File: src/rtl/spi_accel_responder.sv
// spi_accel_responder: SPI mode-3 responder modelling an accelerometer register map
// (DEVID, rate/power/interrupt config, coherent XYZ data, data-ready interrupt).
`timescale 1ns/1ps
module spi_accel_responder #(
  parameter logic [7:0] DEVID       = 8'hE5,
  parameter int         SYNC_STAGES = 2
) (
  input  logic        clk,
  input  logic        rst,
  input  logic        spi_csn,
  input  logic        spi_sclk,
  input  logic        spi_sdi,
  output logic        spi_sdo,
  output logic        spi_sdo_oe,
  input  logic [15:0] sample_x,
  input  logic [15:0] sample_y,
  input  logic [15:0] sample_z,
  input  logic        sample_valid,
  output logic        int1,
  output logic        measure
);

  typedef enum logic [1:0] {WAIT_DESEL, IDLE, CMD, DATA} state_t;
  typedef struct packed { logic [15:0] x, y, z; } sample_t;

  state_t                 state, state_n;
  logic [SYNC_STAGES-1:0] csn_sync, sclk_sync, sdi_sync;
  logic                   csn_s, sclk_s, sdi_s, sclk_q, sclk_rise, sclk_fall;
  logic [2:0]             bit_cnt;
  logic [6:0]             rx_shift;
  logic [7:0]             rx_byte, tx_shift;
  logic                   rw, mb, byte_done, active;
  logic [5:0]             addr, addr_nxt, load_addr;
  logic                   load_en, rd_clr, dr_set, cap_now, pend;
  logic [7:0]             bw_rate, power_ctl, int_enable, data_format;
  sample_t                shadow, pending, smp;
  logic                   dready;

  assign csn_s     = csn_sync[SYNC_STAGES-1];
  assign sclk_s    = sclk_sync[SYNC_STAGES-1];
  assign sdi_s     = sdi_sync[SYNC_STAGES-1];
  assign sclk_rise = sclk_s & ~sclk_q;
  assign sclk_fall = ~sclk_s & sclk_q;
  assign active    = (state == CMD) || (state == DATA);
  assign rx_byte   = {rx_shift, sdi_s};
  assign byte_done = active && !csn_s && sclk_rise && (bit_cnt == 3'd7);
  assign addr_nxt  = mb ? addr + 6'd1 : addr;
  assign measure   = power_ctl[3];
  assign smp       = '{x: sample_x, y: sample_y, z: sample_z};

  // Register read mux; data bytes come from the shadow copy, low byte first.
  function automatic logic [7:0] rd_reg(input logic [5:0] a);
    case (a)
      6'h00:   rd_reg = DEVID;
      6'h2C:   rd_reg = bw_rate;
      6'h2D:   rd_reg = power_ctl;
      6'h2E:   rd_reg = int_enable;
      6'h30:   rd_reg = {dready, 7'd0};
      6'h31:   rd_reg = data_format;
      6'h32:   rd_reg = shadow.x[7:0];
      6'h33:   rd_reg = shadow.x[15:8];
      6'h34:   rd_reg = shadow.y[7:0];
      6'h35:   rd_reg = shadow.y[15:8];
      6'h36:   rd_reg = shadow.z[7:0];
      6'h37:   rd_reg = shadow.z[15:8];
      default: rd_reg = 8'h00;
    endcase
  endfunction

  // Input synchronizers; csn resets low so a bus held selected through reset stays ignored.
  always_ff @(posedge clk or posedge rst) begin
    if (rst) begin
      csn_sync  <= '0;
      sclk_sync <= '1;
      sdi_sync  <= '0;
      sclk_q    <= 1'b1;
    end else begin
      csn_sync  <= {csn_sync[SYNC_STAGES-2:0], spi_csn};
      sclk_sync <= {sclk_sync[SYNC_STAGES-2:0], spi_sclk};
      sdi_sync  <= {sdi_sync[SYNC_STAGES-2:0], spi_sdi};
      sclk_q    <= sclk_s;
    end
  end

  // FSM state register.
  always_ff @(posedge clk or posedge rst) begin
    if (rst) state <= WAIT_DESEL;
    else     state <= state_n;
  end

  // Next state: deselect always returns to IDLE; command byte completes into DATA.
  always_comb begin
    state_n = state;
    if (csn_s) state_n = IDLE;
    else begin
      case (state)
        IDLE:    state_n = CMD;
        CMD:     if (byte_done) state_n = DATA;
        default: ;
      endcase
    end
  end

  // Decide when and from where the transmit byte is loaded.
  always_comb begin
    load_en   = 1'b0;
    load_addr = addr_nxt;
    if (byte_done) begin
      if (state == CMD && rx_byte[7]) begin
        load_en   = 1'b1;
        load_addr = rx_byte[5:0];
      end else if (state == DATA && rw) begin
        load_en   = 1'b1;
      end
    end
  end
  assign rd_clr = load_en && (load_addr >= 6'h32) && (load_addr <= 6'h37);

  // Shift engine: sample MOSI on rising SCLK, drive MISO on falling SCLK.
  always_ff @(posedge clk or posedge rst) begin
    if (rst) begin
      bit_cnt    <= '0;
      rx_shift   <= '0;
      tx_shift   <= '0;
      rw         <= 1'b0;
      mb         <= 1'b0;
      addr       <= '0;
      spi_sdo    <= 1'b0;
      spi_sdo_oe <= 1'b0;
    end else if (csn_s || !active) begin
      bit_cnt    <= '0;
      rx_shift   <= '0;
      spi_sdo    <= 1'b0;
      spi_sdo_oe <= 1'b0;
    end else begin
      if (sclk_rise) begin
        rx_shift <= rx_byte[6:0];
        bit_cnt  <= bit_cnt + 3'd1;
        if (bit_cnt == 3'd7) begin
          if (state == CMD) begin
            rw   <= rx_byte[7];
            mb   <= rx_byte[6];
            addr <= rx_byte[5:0];
          end else begin
            addr <= addr_nxt;
          end
        end
      end
      if (load_en) begin
        tx_shift   <= rd_reg(load_addr);
        spi_sdo_oe <= 1'b1;
      end else if (sclk_fall && spi_sdo_oe) begin
        spi_sdo  <= tx_shift[7];
        tx_shift <= {tx_shift[6:0], 1'b0};
      end
    end
  end

  // Configuration registers, committed on completion of a write data byte.
  always_ff @(posedge clk or posedge rst) begin
    if (rst) begin
      bw_rate     <= 8'h0A;
      power_ctl   <= 8'h00;
      int_enable  <= 8'h00;
      data_format <= 8'h00;
    end else if (byte_done && state == DATA && !rw) begin
      case (addr)
        6'h2C:   bw_rate     <= rx_byte;
        6'h2D:   power_ctl   <= rx_byte;
        6'h2E:   int_enable  <= rx_byte;
        6'h31:   data_format <= rx_byte;
        default: ;
      endcase
    end
  end

  assign cap_now = measure && sample_valid && csn_s;
  assign dr_set  = cap_now || (csn_s && pend);

  // Sample capture: direct to shadow while deselected, else held pending until deselect.
  always_ff @(posedge clk or posedge rst) begin
    if (rst) begin
      shadow  <= '0;
      pending <= '0;
      pend    <= 1'b0;
      dready  <= 1'b0;
    end else begin
      if (cap_now)            shadow <= smp;
      else if (csn_s && pend) shadow <= pending;
      if (csn_s) pend <= 1'b0;
      else if (measure && sample_valid) begin
        pending <= smp;
        pend    <= 1'b1;
      end
      if (dr_set)      dready <= 1'b1;
      else if (rd_clr) dready <= 1'b0;
    end
  end

  // Registered data-ready interrupt.
  always_ff @(posedge clk or posedge rst) begin
    if (rst) int1 <= 1'b0;
    else     int1 <= dready & int_enable[7];
  end

endmodule

File: config.mk
export PLATFORM = sky130hd
export DESIGN_NAME = spi_accel_responder
export DESIGN_NICKNAME = d
export VERILOG_FILES = /design/src/rtl/spi_accel_responder.sv
export SDC_FILE = /design/constraint.sdc
export NUM_CORES = 1
export LEC_CHECK = 0
export ABC_AREA = 0
export ABC_CLOCK_PERIOD_IN_PS = 5530
export BUFFER_PORTS_ARGS = -buffer_cell sky130_fd_sc_hd__buf_2
export CORE_AREA = 2 2 149 151
export CTS_BUF_LIST = sky130_fd_sc_hd__clkbuf_16
export DETAILED_ROUTE_END_ITERATION = 6
export DIE_AREA = 0 0 151 153
export GPL_TIMING_DRIVEN = 0
export PLACE_DENSITY = 0.64
export SKIP_LAST_GASP = 1
export SLEW_MARGIN = 20
export SYNTH_ARGS = -nofsm -noshare
export SYNTH_HDL_FRONTEND = slang
export SYNTH_SLANG_ARGS = --single-unit
File: constraint.sdc
create_clock -name clk -period 5.53 [get_ports clk]
set_input_delay 0.2765 -clock clk [delete_from_list [all_inputs] [get_ports clk]]
set_output_delay 0.2765 -clock clk [all_outputs]
set_load 0.02 [all_outputs]
# --- Yosys cells after proc, flatten, opt, wreduce, memory -nomap -nowiden ---
# Index checks and enable logic that the tools add are counted.
word_totals:
  ff_bits: 168
  inputBits: 54
  out_inout_bits: 4
op_classes:
  addsub: 2
  order_cmp: 2
  eq_ne: 21
  muxes: 28
  n_bitwise: 7
  n_reduce_logical: 38
op_table:
  columns: ["op", "n"]
  rows:
  - ["$mux 48", 2]
  - ["$pmux 8 s12", 1]
  - ["$eq 6x6->1 const B", 15]
  - ["$mux 6", 4]
  - ["$mux 8", 2]
  - ["$reduce_and 2->1", 8]
  - ["$mux 7", 2]
  - ["$reduce_bool 2->1", 7]
  - ["$logic_and 1x1->1", 13]
  - ["$mux 1", 12]
  - ["$add 6x1->6 const B", 1]
  - ["$ge 6x6->1 const B", 1]
  - ["$le 6x6->1 const B", 1]
  - ["$logic_not 6->1", 1]
  - ["$mux 3", 2]
  - ["$eq 2x2->1 const B", 2]
  - ["$mux 2", 2]
  - ["$not 1->1", 4]
  - ["$pmux 2 s2", 1]
  - ["$reduce_and 4->1", 1]
  - ["$add 3x1->3 const B", 1]
  - ["$and 1x1->1", 3]
  - ["$eq 3x3->1 const B", 1]
  - ["$logic_not 1->1", 3]
  - ["other kinds (6)", 8]

# --- Depth between registers and ports, before layout ---
# Gate-level depths: netlist of run 1.
depth:
  depth_word: 11
  depth_mapped: 11

# --- Worst setup path after synthesis of run 1 ---
# Ideal clock, no wire load.
synth_timing:
  path_type: "reg2reg"
  startpoint: "register bit_cnt[0]"
  endpoint: "register tx_shift[1]"
  arrival_time_ps: 2311
  required_time_ps: 5385
  slack_ps: 3074
  stages_incl_launch_ff: 10
  path_buffers: 1
  synth_period_minus_slack_ps: 2456
  path_cell_list: "dfrtp_1 ha_1 ha_1 and3b_1 and2_4 mux2i_1 clkbuf_1 o21ai_2 nor4_1 nor3_1"
synth_via:
  elab_chain_len: 6
  elab_cells_between_ends: 20
  cone_classes: "12 x eq/ne; 4 x mux; 4 x reduce/logical"
synth_lines:
  columns: ["element", "line", "source"]
  rows:
  - ["start: declaration", "29", "logic [2:0] bit_cnt;"]
  - ["start signal: assignment", "138", "bit_cnt <= bit_cnt + 3'd1;"]
  - ["$eq 3x3->1 (*)", "46", "assign byte_done = active && !csn_s && sclk_rise && (bit_cnt == 3'd7);"]
  - ["$logic_and 1x1->1 (*)", "46", null]
  - ["$mux 6", "108", "if (byte_done) begin"]
  - ["$eq 6x6->1 or $logic_not 6->1 (tied branches)", "53", "case (a)"]
  - ["$pmux 8 s12", "53", null]
  - ["$mux 8", "149", "if (load_en) begin"]
  - ["end signal: assignment", "150", "tx_shift <= rd_reg(load_addr);"]
  - ["end signal: assignment", "154", "tx_shift <= {tx_shift[6:0], 1'b0};"]
  - ["end: declaration", "31", "logic [7:0] rx_byte, tx_shift;"]
# Mark *: on every way between the ends. The rest lies on a longest branch, timed or not.
# A chain may end at the register's enable or synchronous reset.

# --- Worst setup path in the final report of run 1 ---
layout_timing:
  startpoint: "register bit_cnt[0]"
  endpoint: "register tx_shift[7]"
# The elaborated chain is that of the path after synthesis.

==> results of run 1 <==
## per-layer routing
| layer | vias up | part of all wire |
|---|---|---|
| li1 | 2804 | - |
| met1 | 2992 | 0.46 |
| met2 | 190 | 0.46 |
| met3 | 31 | 0.055 |
| met4 | 0 | 0.019 |
| met5 | - | 0 |
## cells by family (layout without fill, tap and decap cells)
family	count (synthesis)	count (layout)	synth area share
buf+inv	72	166	0.0393
flops	168	168	0.539
compound gates	217	217	0.181
mux	83	83	0.119
fa+ha+maj	6	6	0.00962
xor+xnor	7	7	0.00785
simple gates	171	171	0.104
## worst max-delay path, cell delays in order, from the launching register on
cell and delay [ns]:
dfrtp_1 0.40, ha_1 0.21, ha_1 0.22, and3b_1 0.24, and2_4 0.20, buf_6 0.14
mux2i_1 0.23, clkbuf_1 0.36, a222oi_1 0.54, nor2_1 0.07, nor4_1 0.53, o211ai_1 0.15
## path summary, 6_finish.rpt
kind	end	slack, ns	cells after the start
min in group asynchronous	pending[37]$_DFFE_PP0P_	0.43	3
worst min-delay path	pending[16]$_DFFE_PP0P_	0.09	2
worst max-delay path	tx_shift[7]$_DFFE_PP0P_	2.10	11
worst min register to register	sdi_sync[1]$_DFF_PP0_	0.35	0
worst max register to register	tx_shift[7]$_DFFE_PP0P_	2.10	11
max in group asynchronous	sclk_sync[1]$_DFF_PP1_	4.24	4
## sequential cells by signal, indices dropped and copies added (netlist names), 2 cells and up
signal       count
pending         48
bit_cnt          3
sdi_sync         2
bw_rate          8
rx_shift         7
tx_shift         8
csn_sync         2
addr             6
data_format      8
power_ctl        8
int_enable       8
state            2
sclk_sync        2
shadow          48
## layout by cell type, fill, tap and decap left out, types with 3 or more instances in the layout
cell type,Yosys,routed
nand3_1,11,11
nor3_1,7,7
nor2b_1,4,4
nor2_1,69,69
dfstp_2,5,5
inv_6,0,4
o221ai_1,3,3
buf_2,7,64
dfrtp_1,163,163
inv_1,16,16
mux2i_1,4,4
clkbuf_16,0,17
clkbuf_1,41,41
mux2_2,79,79
o22ai_1,58,58
dlygate4sd3_1,0,4
buf_1,3,3
inv_8,0,4
nand4_1,3,3
ha_1,6,6
and2_1,4,4
a22oi_1,19,19
o31ai_1,3,3
nand2_1,48,48
xor2_1,3,3
xnor2_1,4,4
nor4_1,4,4
a211oi_1,4,4
o21ai_0,18,18
a222oi_1,11,11
nand2b_1,8,8
buf_6,3,3
o211ai_1,5,5
o21ai_2,4,4
a21oi_1,70,70
## power breakdown
part	total (mW)	switching (mW)	internal, mW
combinational	0.0822	0.0570	0.0252
sequential	1.23	0.00191	1.23
clock	1.24	0.550	0.688
## cell type report
type / count / area (µm²)
fillers: 2057 / 12400
clock buffers: 17 / 425
plain buffers: 56 / 246
inverters: 16 / 67.6
flip-flops and latches: 168 / 4210
clock inverters: 15 / 190
well taps: 280 / 350
multi-input cells: 484 / 3290
repair buffers: 62 / 353
## metrics by stage
stage,hold WS (ns),area (µm²),instances
2_1_floorplan,0.281,7810,724
3_3_place_gp,0.335,8440,1061
3_5_place_dp,0.340,8480,1062
4_1_cts,0.0763,9130,1098
5_1_grt,0.0790,9130,1098
6_report,0.0875,9130,1098
==> results by group, run 1 <==
Place
  • Detailed placer's ending HPWL: ~14000 µm
  • Post-placement worst setup slack: roughly 2.2 ns
  • Final weighted congestion in routability-driven placement: slightly above 0.8
  • Count of input and output buffers: 57

Detailed routing
  • DRC Markers: 0
  • Total routed wirelength: roughly 21000 µm
  • DRT iter0 DRCs: between 500 and 600
  • Antenna-violating nets left: 0
  • Average wire per standard cell: around 19 µm
  • Count of vias placed by the detailed router: between 6000 and 7000
  • Number of vias per cell: about 5.5
  • Iteration count of the initial detailed-routing pass: 7

Floorplanning
  • Rows: between 50 and 60
  • Initial core utilization: 0.363
  • Num ports: 58
  • Height of the chip: 153 µm
  • Core area: 0.0215 mm²
  • Horizontal die dimension: around 150 µm
  • Die Area: around 0.023 mm²

Power and ir drop
  • Peak ir drop on the vdd network: between 200 and 250 µV
  • PwrDens: roughly 280 mW/mm²
  • Static power due to leakage: around 4.1 nW
  • Total power of the final layout: 2.55 mW

Global routing
  • Grt met3 use: 0.0382
  • Pin count of the biggest net entering global routing: 100
  • Initial antenna violation count: 0
  • Global router's overall resource usage: 0.186
  • Met2 global-route usage: 0.289
  • Global route total overflow: 0
  • Most used routing layer in global routing: met2
  • Met1 Usage GRT: 0.267
  • Via count of the first global-routing pass: 6042
  • First-pass GRT wire length: roughly 33000 µm

STA
  • Final setup TNS: 0 ns
  • Final worst path period share: 0.621
  • Worst setup margin: about 2.1 ns
  • Max-Slew Margin vs Limit: 0.412
  • Unrepaired setup endpoints after global routing: false
  • Number of max-slew violations in the final report: 0
  • Fmax: 291 MHz
  • Final min period: between 3 and 4 ns
  • Final setup violating endpoints: 0
  • Count of final hold-check violations: 0
  • Actual transition at the worst max-transition pin: 0.876 ns
  • Clock Skew: 0.0113 ns

Logic synthesis
  • Sequential-to-total area share from yosys stat: 0.539
  • Flip-flop cell with the highest count after synthesis: dfrtp_1
  • Dominant cell by count in the synthesized netlist: dfrtp_1
  • Portion of synthesized cell area occupied by the leading cell type: 0.522
  • Post-synth top cells: 163 x dfrtp_1, 79 x mux2_2, 70 x a21oi_1, 69 x nor2_1, 58 x o22ai_1
  • Number of flops mapped to enable cells by yosys: 0
  • Net count after synthesis: between 700 and 800
  • Post-synthesis async set-or-reset flop share: 1.00
  • Synth Register Bits: 168
  • Syn Inst Count: 724
  • Cell type with the highest aggregate area in the netlist: dfrtp_1
  • Area of the mapped netlist: between 0.007 and 0.008 mm²
  • YS warnings: 0
  • Post-Synthesis Mean Instance Area: 10.8 µm²
  • Distinct cell type count after synthesis: 60
  • Largest cells by area after synthesis: dfrtp_1 52%, mux2_2 11%, o22ai_1 4.6%

Critical path
  • Kind of end point of the critical path: flip-flop
  • Worst setup path startpoint: bit_cnt[0]$_DFFE_PP0P_
  • Reg-to-Reg Start: bit_cnt[0]$_DFFE_PP0P_
  • CP startpoint kind: flip-flop
  • Required time at the endpoint of the critical path: 5.82 ns
  • Critical Path AT: roughly 3.7 ns
  • Path type of the worst setup path: reg -> reg
  • Maximum fanout along the worst path: 10

Clock network
  • Number of sinks on the clock net: between 150 and 200
  • Number of buffers inserted by hold repair at cts: 4
  • Clock tree from TritonCTS: done
  • Total clock buffers created by CTS: 17
  • Cts repair resizes: 0
  • Clock latency on the worst-skew pair: between 0.4 and 0.5 ns
  • Clock root buffer: clkbuf_16
  • Post-CTS setup buffer count: 0
  • Maximum buffer depth of the clock tree: 2
  • Number of levels the H-tree was split into: 4
  • Reg clk slew, reported paths: around 0.070 ns

Hold path
  • Worst hold path startpoint: sample_y[0]
  • Worst hold path type: in -> reg

Finish
  • Final Core Density: 0.425
  • Fraction of layout cells with a size suffix above 1: 0.249
  • Area Growth Syn to Fin: 17.0%
  • Number of diodes added for antenna fixing: 0
  • Net count reported at finish: roughly 870

Flow run
  • Reported max-cap violation count: 0

Status
  • Outcome: finished clean
(Power assumes the default switching activity.)
==> run 2: changes to the inputs <==
--- a/config.mk
+++ b/config.mk
@@ -6,7 +6,7 @@
 export NUM_CORES = 1
 export LEC_CHECK = 0
 export ABC_AREA = 0
-export ABC_CLOCK_PERIOD_IN_PS = 5530
+export ABC_CLOCK_PERIOD_IN_PS = 3200
 export BUFFER_PORTS_ARGS = -buffer_cell sky130_fd_sc_hd__buf_2
 export CORE_AREA = 2 2 149 151
 export CTS_BUF_LIST = sky130_fd_sc_hd__clkbuf_16
==> constraint.sdc (replaced) <==
create_clock -name clk -period 3.2 [get_ports clk]
set_input_delay 0.16 -clock clk [delete_from_list [all_inputs] [get_ports clk]]
set_output_delay 0.16 -clock clk [all_outputs]
set_load 0.02 [all_outputs]
==> run 2 against run 1 <==
Wire length up 0.72%. Critical path depth fell by 1. Combinational power increased by 140%. Clock power increased by 68%. Final cell count up 4.6%. Worst setup slack worse by 2.0 ns. Maximum frequency increased by 11%.
==> results by group, run 2 (synthesized netlist as in run 1, its figures left out) <==
Finish
  • Total of fill cells in the finished design: 2100
  • Multi-input gate area: approximately 0.0033 mm²
  • Net count reported at finish: 915
  • Final non-filler cell total: between 1000 and 1500
  • Most common cell after layout, fill and taps aside: dfrtp_1
  • Number of diodes added for antenna fixing: 0
  • Fraction of layout cells with a size suffix above 1: 0.253
  • Final Core Density: 0.451
  • Area Growth Syn to Fin: 24.1%
  • Post-Layout Inst Area: a little under 0.01 mm²
  • Most frequent cells in the layout: 163 x dfrtp_1, 79 x mux2_2, 70 x a21oi_1
  • Storage element area: around 0.0042 mm²
  • Largest registers: pending: 48 flops, shadow: 48 flops

STA
  • Unrepaired setup endpoints after global routing: true
  • Clock Skew: around 0.0058 ns
  • Fmax: ~320 MHz
  • Final worst path period share: 0.963
  • Final min period: 3.08 ns
  • Max-Slew Margin vs Limit: 0.494
  • Final setup violating endpoints: 0
  • Hold slack: 0.00636 ns
  • Count of final hold-check violations: 0
  • Number of max-slew violations in the final report: 0
  • Actual transition at the worst max-transition pin: ~0.75 ns

Critical path
  • Critical Path AT: approximately 3.4 ns
  • Family of cells with the greatest summed delay on the critical path: compound AO/OA/AOI/OAI gates
  • Path type of the worst setup path: reg -> reg
  • Worst setup endpoint: tx_shift[2]$_DFFE_PP0P_
  • Kind of end point of the critical path: flip-flop
  • Worst-case reg-to-reg path depth: 10
  • Crit path buf inv count: 2
  • Worst setup path startpoint: addr[0]$_DFFE_PP0N_
  • Cell chain of the critical path: buf_2, inv_1, ha_1, and3b_1, a21oi_1, mux2i_2, a222oi_1, o221ai_1, a2111oi_1, o211ai_1
  • CP max stage delay: 0.51 ns
  • Reg-to-Reg Start: addr[0]$_DFFE_PP0N_
  • Setup slack of the worst register-to-register path: roughly 0.12 ns
  • Reg-to-reg endpoint: tx_shift[2]$_DFFE_PP0P_
  • CP startpoint kind: flip-flop
  • Number of cells on the critical path: 10
  • Master of the slowest instance on the critical path: a222oi_1
  • Required time at the endpoint of the critical path: roughly 3.5 ns
  • Maximum fanout along the worst path: 10

Floorplanning
  • Rows: 54
  • Core area: around 0.021 mm²
  • Num ports: 58
  • Height of the chip: 153 µm
  • Initial core utilization: 0.363
  • Die Area: 0.0231 mm²
  • Horizontal die dimension: between 150 and 200 µm

Place
  • Final weighted congestion in routability-driven placement: ~0.86
  • Instance count after placement with tap cells included: about 1100
  • Detailed placer's ending HPWL: approximately 15000 µm
  • Count of input and output buffers: 57
  • Area post-placement: roughly 0.0086 mm²

Clock network
  • Post-CTS setup buffer count: 0
  • Reg clk slew, reported paths: around 0.07 ns
  • Clock tree from TritonCTS: done
  • Number of levels the H-tree was split into: 4
  • Maximum buffer depth of the clock tree: 2
  • Clock root buffer: clkbuf_16
  • Total clock buffers created by CTS: 17
  • Clock latency on the worst-skew pair: 0.43 ns
  • Number of sinks on the clock net: about 170

Power and ir drop
  • PwrDens: around 460 mW/mm²
  • Share of power burned in the clock network: 0.471
  • Combinational share of power: 0.045
  • Switching share of power: 0.232
  • Internal power: about 3.4 mW
  • Part of the total power dissipated in sequential elements: 0.484
  • Switching power: 1.02 mW
  • Peak ir drop on the vdd network: 349 µV
  • Static power due to leakage: between 4 and 5 nW

Global routing
  • Global router's overall resource usage: 0.186
  • Global route total overflow: 0
  • Initial antenna violation count: 0
  • Via count of the first global-routing pass: slightly below 6000
  • Pin count of the biggest net entering global routing: 32
  • First-pass GRT wire length: roughly 33000 µm

Detailed routing
  • Total routed wirelength: ~21000 µm
  • Count of vias placed by the detailed router: a little over 6000
  • Iteration count of the initial detailed-routing pass: 6
  • Average wire per standard cell: 18.1 µm
  • DRT iter0 DRCs: roughly 520
  • Number of vias per cell: ~5.4
  • DRC Markers: 0
  • Antenna-violating nets left: 0

Hold path
  • WHS Path Cells: 2
  • Worst hold path type: in -> reg

Status
  • Outcome: finished clean

Flow run
  • Reported max-cap violation count: 0
## run 2: cell types whose count changed in the layout (fill, tap and decap cells not counted), moves of 3 or more
| cell | delta |
|---|---|
| buf_12 | +6 |
| dlygate4sd3_1 | +45 |
| clkbuf_1 | -5 |
| mux2i_2 | +3 |
| clkbuf_2 | +5 |
| mux2i_1 | -3 |
## run 2: metal layers
| metal | up-vias | wire length [µm] | part of all wire | global-route usage |
|---|---|---|---|---|
| met2 | 196 | 9610 | 0.46 | 0.287 |
| li1 | 2919 | - | - | - |
| met4 | 0 | 461 | 0.022 | 0.0472 |
| met5 | - | 0 | 0 | 0 |
| met3 | 32 | 1060 | 0.051 | 0.0352 |
| met1 | 3040 | 9680 | 0.47 | 0.270 |
## run 2: what timing repair did
action	in CTS	in global routing
hold endpoints to repair	66	0
pin swaps	0	0
hold buffers	49	0
endpoints found under the setup margin	2	24
resized for setup	3	13
## run 2: metrics by stage
step / setup TNS, ns / setup slack, ns / total power, mW
floorplan: 0 / 0.744 / 2.24
global placement: -36.98 / -0.241 / 2.31
detailed placement: -0.0661 / -0.0480 / 2.33
CTS: 0 / 0.0197 / 4.45
global route: -0.0553 / -0.0553 / 4.56
finish: 0 / 0.119 / 4.41
## run 2: worst min path at each step
stage	slack [ns]	start	end
finish	0.006	sample_x[0]	pending[32]$_DFFE_PP0P_
global route	0.0008	sample_x[0]	pending[32]$_DFFE_PP0P_
CTS	0.0008	sample_x[0]	pending[32]$_DFFE_PP0P_
detailed placement	0.24	rst	bw_rate[7]$_DFFE_PP0P_
global placement	0.27	spi_sclk	sclk_sync[0]$_DFF_PP1_
floorplan	0.16	spi_sclk	sclk_sync[0]$_DFF_PP1_
## run 2: cell type report
class / count / share of cell area
Buffer: 56 / 0.0261
Tap cell: 280 / 0.0362
Sequential cell: 168 / 0.435
Clock buffer: 17 / 0.0439
Multi-Input combinational cell: 484 / 0.343
Timing Repair Buffer: 112 / 0.0925
Inverter: 16 / 0.00659
Clock inverter: 15 / 0.0172
## run 2: power by group through the flow
| stage | combinational (mW) | clock [mW] | sequential (mW) |
|---|---|---|---|
| 3_5_place_dp | 0.155 | 0 | 2.18 |
| 5_1_grt | 0.223 | 2.21 | 2.13 |
| 4_1_cts | 0.202 | 2.11 | 2.13 |
| 2_1_floorplan | 0.0672 | 0 | 2.17 |
| 3_3_place_gp | 0.137 | 0 | 2.18 |
| 6_report | 0.199 | 2.08 | 2.13 |
